`src/rtl/mole_game_pkg.sv`:
```
// -----------------------------------------------------------------------------
// mole_game_pkg
// Shared definitions for the mole-game datapath and the 7-segment display
// driver that consumes its outputs.
//   - game_state_e : phase encoding (IDLE=0, PLAYING=1, OVER=2)
//   - LIVES_W / SCORE_W / TIME_W : widths of the display-facing buses
//   - SCORE_MAX : saturation ceiling, also used by the display driver for
//                 leading-digit blanking
//   - sat_add() : width-safe saturating add used for scoring
// -----------------------------------------------------------------------------
package mole_game_pkg;

  typedef enum logic [1:0] {
    ST_IDLE    = 2'd0,
    ST_PLAYING = 2'd1,
    ST_OVER    = 2'd2
  } game_state_e;

  localparam int LIVES_W   = 2;
  localparam int SCORE_W   = 10;
  localparam int TIME_W    = 7;
  localparam int SCORE_MAX = 999;

  // One bit wider than the score so the carry out of the add is never lost
  // before the comparison against the ceiling.
  localparam int SUM_W = SCORE_W + 1;

  // Saturating add: returns min(base + add, ceiling).
  function automatic logic [SCORE_W-1:0] sat_add(
    input logic [SCORE_W-1:0] base,
    input logic [SUM_W-1:0]   add,
    input logic [SCORE_W-1:0] ceiling
  );
    logic [SUM_W-1:0] sum;
    sum = {1'b0, base} + add;
    if (sum > {1'b0, ceiling}) begin
      sat_add = ceiling;
    end else begin
      sat_add = sum[SCORE_W-1:0];
    end
  endfunction

endpackage

```
`src/rtl/sec_tick_gen.sv`:
```
// -----------------------------------------------------------------------------
// sec_tick_gen
// Prescaler for the game countdown. Counts enabled cycles modulo
// TICKS_PER_SEC and emits a single-cycle tick on the last cycle of each
// period, so the consumer's registers update on the edge that completes
// the period.
//
// Ports
//   clk_i   : clock, rising edge
//   rst_ni  : asynchronous active-low reset (counter -> 0)
//   en_i    : advance the counter this cycle
//   clr_i   : synchronous clear, has priority over en_i
//   tick_o  : high for the cycle whose edge wraps the counter
//   count_o : current counter value (debug visibility)
// -----------------------------------------------------------------------------
module sec_tick_gen #(
  parameter int TICKS_PER_SEC = 1000000,
  // Derived; kept as a parameter so count_o can be sized in the port list.
  parameter int CNT_W = (TICKS_PER_SEC > 1) ? $clog2(TICKS_PER_SEC) : 1
) (
  input  logic             clk_i,
  input  logic             rst_ni,
  input  logic             en_i,
  input  logic             clr_i,
  output logic             tick_o,
  output logic [CNT_W-1:0] count_o
);

  localparam logic [CNT_W-1:0] LAST = CNT_W'(TICKS_PER_SEC - 1);

  logic [CNT_W-1:0] cnt_q;
  logic [CNT_W-1:0] cnt_d;
  logic             at_last;

  assign at_last = (cnt_q == LAST);

  always_comb begin
    cnt_d = cnt_q;
    if (clr_i) begin
      cnt_d = '0;
    end else if (en_i) begin
      cnt_d = at_last ? '0 : cnt_q + 1'b1;
    end
  end

  always_ff @(posedge clk_i or negedge rst_ni) begin
    if (!rst_ni) begin
      cnt_q <= '0;
    end else begin
      cnt_q <= cnt_d;
    end
  end

  // A cleared cycle never ticks, even if the counter happens to sit at LAST.
  assign tick_o  = en_i & ~clr_i & at_last;
  assign count_o = cnt_q;

endmodule

```
`src/rtl/score_life_keeper.sv`:
```
// -----------------------------------------------------------------------------
// score_life_keeper
// Game-state bookkeeping in front of the 8-digit 7-segment display driver.
// Turns hit/miss pulses and a start button into lives, a saturating score,
// a per-second countdown and the game phase. Every output comes straight
// from a register (or a decode of the state register), so there is no
// combinational path from any input to any output.
//
// Event interface: hit and miss are single-cycle pulses with no
// back-pressure; a pulse is consumed on the rising edge that samples it and
// its effect is visible on the outputs immediately after that edge.
// start_btn is a level; only its rising edge (vs. the previous cycle) acts.
//
// Ports
//   clk_1mhz   : 1 MHz system clock, rising edge
//   rst_n      : asynchronous active-low reset
//   start_btn  : debounced synchronous start level
//   hit        : pulse, mole hit
//   miss       : pulse, mole missed / wrong hole
//   lives      : remaining lives
//   score      : current score, 0..SCORE_MAX
//   time_left  : seconds remaining
//   playing    : high in PLAYING
//   game_over  : high in OVER
//   dbg_state  : current phase (game_state_e encoding)
// -----------------------------------------------------------------------------
module score_life_keeper
  import mole_game_pkg::*;
#(
  parameter int INIT_LIVES    = 3,
  parameter int SCORE_CEIL    = SCORE_MAX,
  parameter int GAME_SECONDS  = 60,
  parameter int TICKS_PER_SEC = 1000000,
  parameter int COMBO_LEN     = 5,
  parameter int COMBO_BONUS   = 5
) (
  input  logic               clk_1mhz,
  input  logic               rst_n,
  input  logic               start_btn,
  input  logic               hit,
  input  logic               miss,
  output logic [LIVES_W-1:0] lives,
  output logic [SCORE_W-1:0] score,
  output logic [TIME_W-1:0]  time_left,
  output logic               playing,
  output logic               game_over,
  output logic [1:0]         dbg_state
);

  // Combo counter only ever holds 0..COMBO_LEN-1; one extra value of
  // headroom lets combo+1 reach COMBO_LEN without wrapping.
  localparam int COMBO_W = $clog2(COMBO_LEN + 1);
  localparam int TICK_W  = (TICKS_PER_SEC > 1) ? $clog2(TICKS_PER_SEC) : 1;

  localparam logic [LIVES_W-1:0] LIVES_RST = LIVES_W'(INIT_LIVES);
  localparam logic [TIME_W-1:0]  TIME_RST  = TIME_W'(GAME_SECONDS);
  localparam logic [SCORE_W-1:0] CEIL      = SCORE_W'(SCORE_CEIL);
  localparam logic [COMBO_W-1:0] COMBO_END = COMBO_W'(COMBO_LEN);
  localparam logic [SUM_W-1:0]   ADD_PLAIN = SUM_W'(1);
  localparam logic [SUM_W-1:0]   ADD_COMBO = SUM_W'(1 + COMBO_BONUS);

  game_state_e        state_q, state_d;
  logic [LIVES_W-1:0] lives_q, lives_d;
  logic [SCORE_W-1:0] score_q, score_d;
  logic [TIME_W-1:0]  time_q, time_d;
  logic [COMBO_W-1:0] combo_q, combo_d;
  logic               start_d_q;

  logic               start_edge;
  logic               in_play;
  logic               sec_tick;
  logic [TICK_W-1:0]  tick_count;
  logic [COMBO_W-1:0] combo_next;
  logic               combo_done;
  logic               last_life_lost;
  logic               time_expired;

  assign start_edge = start_btn & ~start_d_q;
  assign in_play    = (state_q == ST_PLAYING);

  // ---------------------------------------------------------------------------
  // Countdown prescaler: runs only while playing and sits at zero otherwise,
  // so every new game starts a full second before the first decrement.
  // ---------------------------------------------------------------------------
  sec_tick_gen #(
    .TICKS_PER_SEC(TICKS_PER_SEC),
    .CNT_W        (TICK_W)
  ) u_sec_tick (
    .clk_i  (clk_1mhz),
    .rst_ni (rst_n),
    .en_i   (in_play),
    .clr_i  (~in_play),
    .tick_o (sec_tick),
    .count_o(tick_count)
  );

  // Event qualifiers (only meaningful while playing).
  assign combo_next     = combo_q + 1'b1;
  assign combo_done     = (combo_next == COMBO_END);
  assign last_life_lost = miss & (lives_q <= LIVES_W'(1));
  assign time_expired   = sec_tick & (time_q == TIME_W'(1));

  // ---------------------------------------------------------------------------
  // FSM: state register
  // ---------------------------------------------------------------------------
  always_ff @(posedge clk_1mhz or negedge rst_n) begin
    if (!rst_n) begin
      state_q <= ST_IDLE;
    end else begin
      state_q <= state_d;
    end
  end

  // ---------------------------------------------------------------------------
  // FSM: next-state logic. Expiry and last-life miss on the same cycle both
  // land in the single PLAYING -> OVER transition.
  // ---------------------------------------------------------------------------
  always_comb begin
    state_d = state_q;
    case (state_q)
      ST_IDLE: begin
        if (start_edge) state_d = ST_PLAYING;
      end
      ST_PLAYING: begin
        if (last_life_lost || time_expired) state_d = ST_OVER;
      end
      ST_OVER: begin
        if (start_edge) state_d = ST_PLAYING;
      end
      default: state_d = ST_IDLE;
    endcase
  end

  // ---------------------------------------------------------------------------
  // FSM: outputs (pure decode of the state register)
  // ---------------------------------------------------------------------------
  always_comb begin
    playing   = 1'b0;
    game_over = 1'b0;
    case (state_q)
      ST_PLAYING: playing   = 1'b1;
      ST_OVER:    game_over = 1'b1;
      default: begin
        playing   = 1'b0;
        game_over = 1'b0;
      end
    endcase
  end

  assign dbg_state = state_q;

  // ---------------------------------------------------------------------------
  // Bookkeeping datapath. A hit is scored (bonus included) before a
  // simultaneous miss clears the combo, so hit+miss nets the points and
  // loses a life on the same edge.
  // ---------------------------------------------------------------------------
  always_comb begin
    lives_d = lives_q;
    score_d = score_q;
    time_d  = time_q;
    combo_d = combo_q;

    if (!in_play) begin
      if (start_edge) begin
        lives_d = LIVES_RST;
        score_d = '0;
        time_d  = TIME_RST;
        combo_d = '0;
      end
    end else begin
      if (hit) begin
        if (combo_done) begin
          score_d = sat_add(score_q, ADD_COMBO, CEIL);
          combo_d = '0;
        end else begin
          score_d = sat_add(score_q, ADD_PLAIN, CEIL);
          combo_d = combo_next;
        end
      end

      if (miss) begin
        combo_d = '0;
        lives_d = (lives_q > LIVES_W'(1)) ? lives_q - 1'b1 : '0;
      end

      if (sec_tick && (time_q != '0)) begin
        time_d = time_q - 1'b1;
      end
    end
  end

  always_ff @(posedge clk_1mhz or negedge rst_n) begin
    if (!rst_n) begin
      lives_q   <= LIVES_RST;
      score_q   <= '0;
      time_q    <= TIME_RST;
      combo_q   <= '0;
      start_d_q <= 1'b0;
    end else begin
      lives_q   <= lives_d;
      score_q   <= score_d;
      time_q    <= time_d;
      combo_q   <= combo_d;
      start_d_q <= start_btn;
    end
  end

  assign lives     = lives_q;
  assign score     = score_q;
  assign time_left = time_q;

  // The prescaler count is only observed through tick_o here; it is exposed
  // by the sub-module for debug and intentionally folded away at this level.
  logic unused_tick_count;
  assign unused_tick_count = ^tick_count;

endmodule
```
`config.mk`:
```
export PLATFORM = sky130hd
export DESIGN_NAME = score_life_keeper
export DESIGN_NICKNAME = d
export VERILOG_FILES = /design/src/rtl/mole_game_pkg.sv /design/src/rtl/sec_tick_gen.sv /design/src/rtl/score_life_keeper.sv
export SDC_FILE = /design/constraint.sdc
export NUM_CORES = 1
export LEC_CHECK = 0
export CORE_UTILIZATION = 50
export CTS_BUF_LIST = sky130_fd_sc_hd__clkbuf_8
export DETAILED_ROUTE_END_ITERATION = 6
export GPL_TIMING_DRIVEN = 0
export PLACE_DENSITY = 0.71
export SLEW_MARGIN = 40
export SYNTH_ARGS = -nofsm -noshare
export SYNTH_HDL_FRONTEND = slang
export SYNTH_SLANG_ARGS = --single-unit
```
`constraint.sdc`:
```
create_clock -name clk_1mhz -period 2.8 [get_ports clk_1mhz]
set_clock_uncertainty 0.1 [all_clocks]
set_input_delay 0.56 -clock clk_1mhz [delete_from_list [all_inputs] [get_ports clk_1mhz]]
set_output_delay 0.56 -clock clk_1mhz [all_outputs]
set_load 0.01 [all_outputs]
```
==> metrics.txt <==
antenna-violating nets left 0; final critical delay including setup and external delays 2.666 ns; sort of element at the end of the critical path register; top library cells by usage in the layout, fill and taps aside dfrtp_1, nor2_1, nand2_1; depth of the CTS H-tree 2; detailed-route wire length 6556 µm; total power divided by cell area 649.4 mW/mm²; syn_area_per_cell 9.021 µm²; cell-internal power 1338 µW; netlist area before placement 0.002833 mm²; Period Utilization, post-route 0.9522; HP Class primary input to asynchronous set/reset pin; instance count of the mapped netlist 314; flops & latches, synth 45; Synth Flop Type dfrtp_1; Sequential Power Share 0.385; pre-CTS setup slack 0.06441 ns; max-slew violation count 0; failing checks negative hold slack; fmax 375.1 MHz; portion of synthesized cell area occupied by the leading cell type 0.3445; sequential share of the synthesized area 0.4002; drt first-iter violations 258; Final Cell Area 0.003334 mm²; drt pass-1 iters 4; setup fix buffers added after clock tree synthesis 0; switching component of the power 827.8 µW; Post-DP HPWL 4589 µm; Post-DP Area 0.003211 mm²; synthesized net count 330; measured slew at the worst slew-check pin 0.4923 ns; core area 0.005473 mm²; cell type group with the largest total delay on the critical path compound AO/OA/AOI/OAI gates; PnR Total Power 2165 µW; part of the total power dissipated in combinational logic 0.373; number of ports placed on the die boundary 28; final weighted congestion in routability-driven placement 0.8916; number of unique standard cell types used by synthesis 55; Sw Share 0.3823; Diodes inserted 0; async set-reset flop share out of synthesis 1.000; average wire length per cell after detail routing 15.54 µm; initial antenna violation count 0; hold slack final -0.005795 ns; clock slew at the register clock pins of the worst setup and hold paths 0.09 ns; kind of launch point of the worst setup path register; ranking of synthesized cells by area dfrtp_1, dfstp_2, xor2_1, ha_1, nor2_1; clock net sink count 45; count of flip-flops with a built-in enable after synthesis 0; overflow left after global routing 0; status complete, but fails checks; die span in x 77.27 µm; TritonCTS clock tree yes; critical path data required time 2.90 ns; Max transition margin 0.6718; clock latency on the worst-skew pair 0.31 ns; slowest cell on the critical path dfrtp_2; wire length of the first global-routing pass 11230 µm; Placement Rows 27; reported leakage power 0.001451 µW; cell-by-cell trace of the critical path inv_1 -> ha_1 -> a31oi_1 -> o21ai_0 -> o2111a_1 -> a21oi_1 -> buf_4 -> o21ai_1 -> a22o_1; Vert. Die Dim 77.27 µm; Final setup viols 0; area growth from synthesis to layout 17.71%; vias after detailed routing 2468; setup slack of the critical path after layout 0.1340 ns; leading cell type in the layout, fill and taps excluded dfrtp_1; overall die area 0.005971 mm²; count of final hold-check violations 11; port buffer count 27; maximum VDD drop 0.4518 mV; maximum number of pins on one net before global-route repair 32; total track usage 0.2355; post-DR vias/cell 5.848; total number of nets in the final design 365; proportion of layout cells with a drive suffix above 1 0.1029; largest fanout of any net on the critical path 11; Starting Density 0.5176; warning count from the yosys run 0; root cell of the clock tree clkbuf_8; Critical Setup Path Class register to register; Worst path max stage delay 0.51 ns; vias in the first global route 2353; Worst Path Buf+Inv 2; CTS max path bufs 2; CTS Buf Count 5; Max-Cap Viols 0; unrepaired setup endpoints after global routing false; Setup TNS 0 ns; DRC viols 0; top cell type by total area after synthesis dfrtp_1; clock group share of total power 0.242; WP data arrival 2.77 ns
-- stage by stage --
stage	util	cells	hold slack, ns
floorplan	-	314	0.1644
global placement	0.5834	413	0.3835
detailed placement	0.5866	414	0.3364
CTS	0.6084	422	0.001098
global route	0.6093	422	0.007069
finish	0.6093	422	-0.005795
-- worst paths after layout --
kind | cells after the start | slack, ns | endpoint | from
setup / recovery | 9 | 0.13 | score[6] | score[1]
hold / removal | 1 | -0.006 | u_sec_tick.count_o[10] | rst_n
setup reg to reg | 9 | 0.13 | score[6] | score[1]
hold reg to reg | 1 | 0.40 | u_sec_tick.count_o[0] | u_sec_tick.count_o[0]
max in group asynchronous | 2 | 2.11 | lives[0] | rst_n
min in group clk_1mhz | 1 | 0.40 | u_sec_tick.count_o[0] | u_sec_tick.count_o[0]
-- routing by layer --
| layer | wire length, µm | GRT usage | vias to the layer above |
|---|---|---|---|
| met1 | 3148 | 0.3366 | 1183 |
| met3 | 358 | 0.03095 | 9 |
| li1 | - | - | 1196 |
| met5 | 0 | 0 | - |
| met4 | 87 | 0.09057 | 0 |
| met2 | 2961 | 0.3602 | 80 |
-- logic make-up (layout without fill, tap and decap cells) --
logic type,count (synthesis),in the layout,share of synthesized area
flip-flops,45,45,0.4002
adder cells (fa/ha/maj),11,11,0.04859
multiplexers,3,3,0.01060
AO/OA/AOI/OAI,71,71,0.1798
buffers and inverters,28,64,0.04770
XOR/XNOR,28,28,0.08657
AND/OR/NAND/NOR,128,128,0.2266
-- state kept, by name, summed over array words and instances, names as in the netlist --
register,flops
lives,2
time_left,7
score,10
combo_q,3
u_sec_tick.count_o,20
start_d_q,1
dbg_state,2
-- synthesized netlist by cell type, types with 3 or more instances --
master	instances
dfrtp_1	39
and3_1	16
o21ai_1	9
xnor2_1	11
a21oi_1	7
nor4_1	4
a31oi_1	3
o211ai_1	5
nand4_1	8
nand3_1	18
buf_2	6
dfstp_2	6
nand2_1	28
nand2b_1	3
ha_1	11
o21ai_0	15
a21o_1	3
nor3_1	5
buf_4	6
nor2_1	30
inv_1	13
nor2b_1	6
xor2_1	17
mux2i_1	3
-- power by group through the flow --
stage | clock network (µW) | registers (µW) | logic (µW)
6_report | 524 | 834 | 807
5_1_grt | 559 | 847 | 898
4_1_cts | 540 | 831 | 805
3_5_place_dp | 0 | 843 | 803
3_3_place_gp | 0 | 839 | 784
2_1_floorplan | 0 | 843 | 487
-- cell type report --
class / instances / area, µm²
clock inverter: 3 / 50.05
multi-input combinational: 241 / 1568
clock buffer: 5 / 68.82
inverter: 14 / 52.55
timing repair buffer: 28 / 287.8
buffer: 14 / 82.58
sequential: 45 / 1135
fill: 517 / 2138
tap: 72 / 90.09
-- worst register-to-register path, delay by kind of cell (launching register included) --
family,cells,cell delay [ns]
flip-flops,1,0.51
AO/OA/AOI/OAI,6,1.24
buffers and inverters,2,0.39
adder cells (fa/ha/maj),1,0.32
-- timing repair --
item / 4_1_cts / 5_1_grt
hold buffers: 0 / 0
resized for setup: 0 / 1
endpoints found under the setup margin: 0 / 4
No activity file was read; power rests on OpenSTA's default activity.
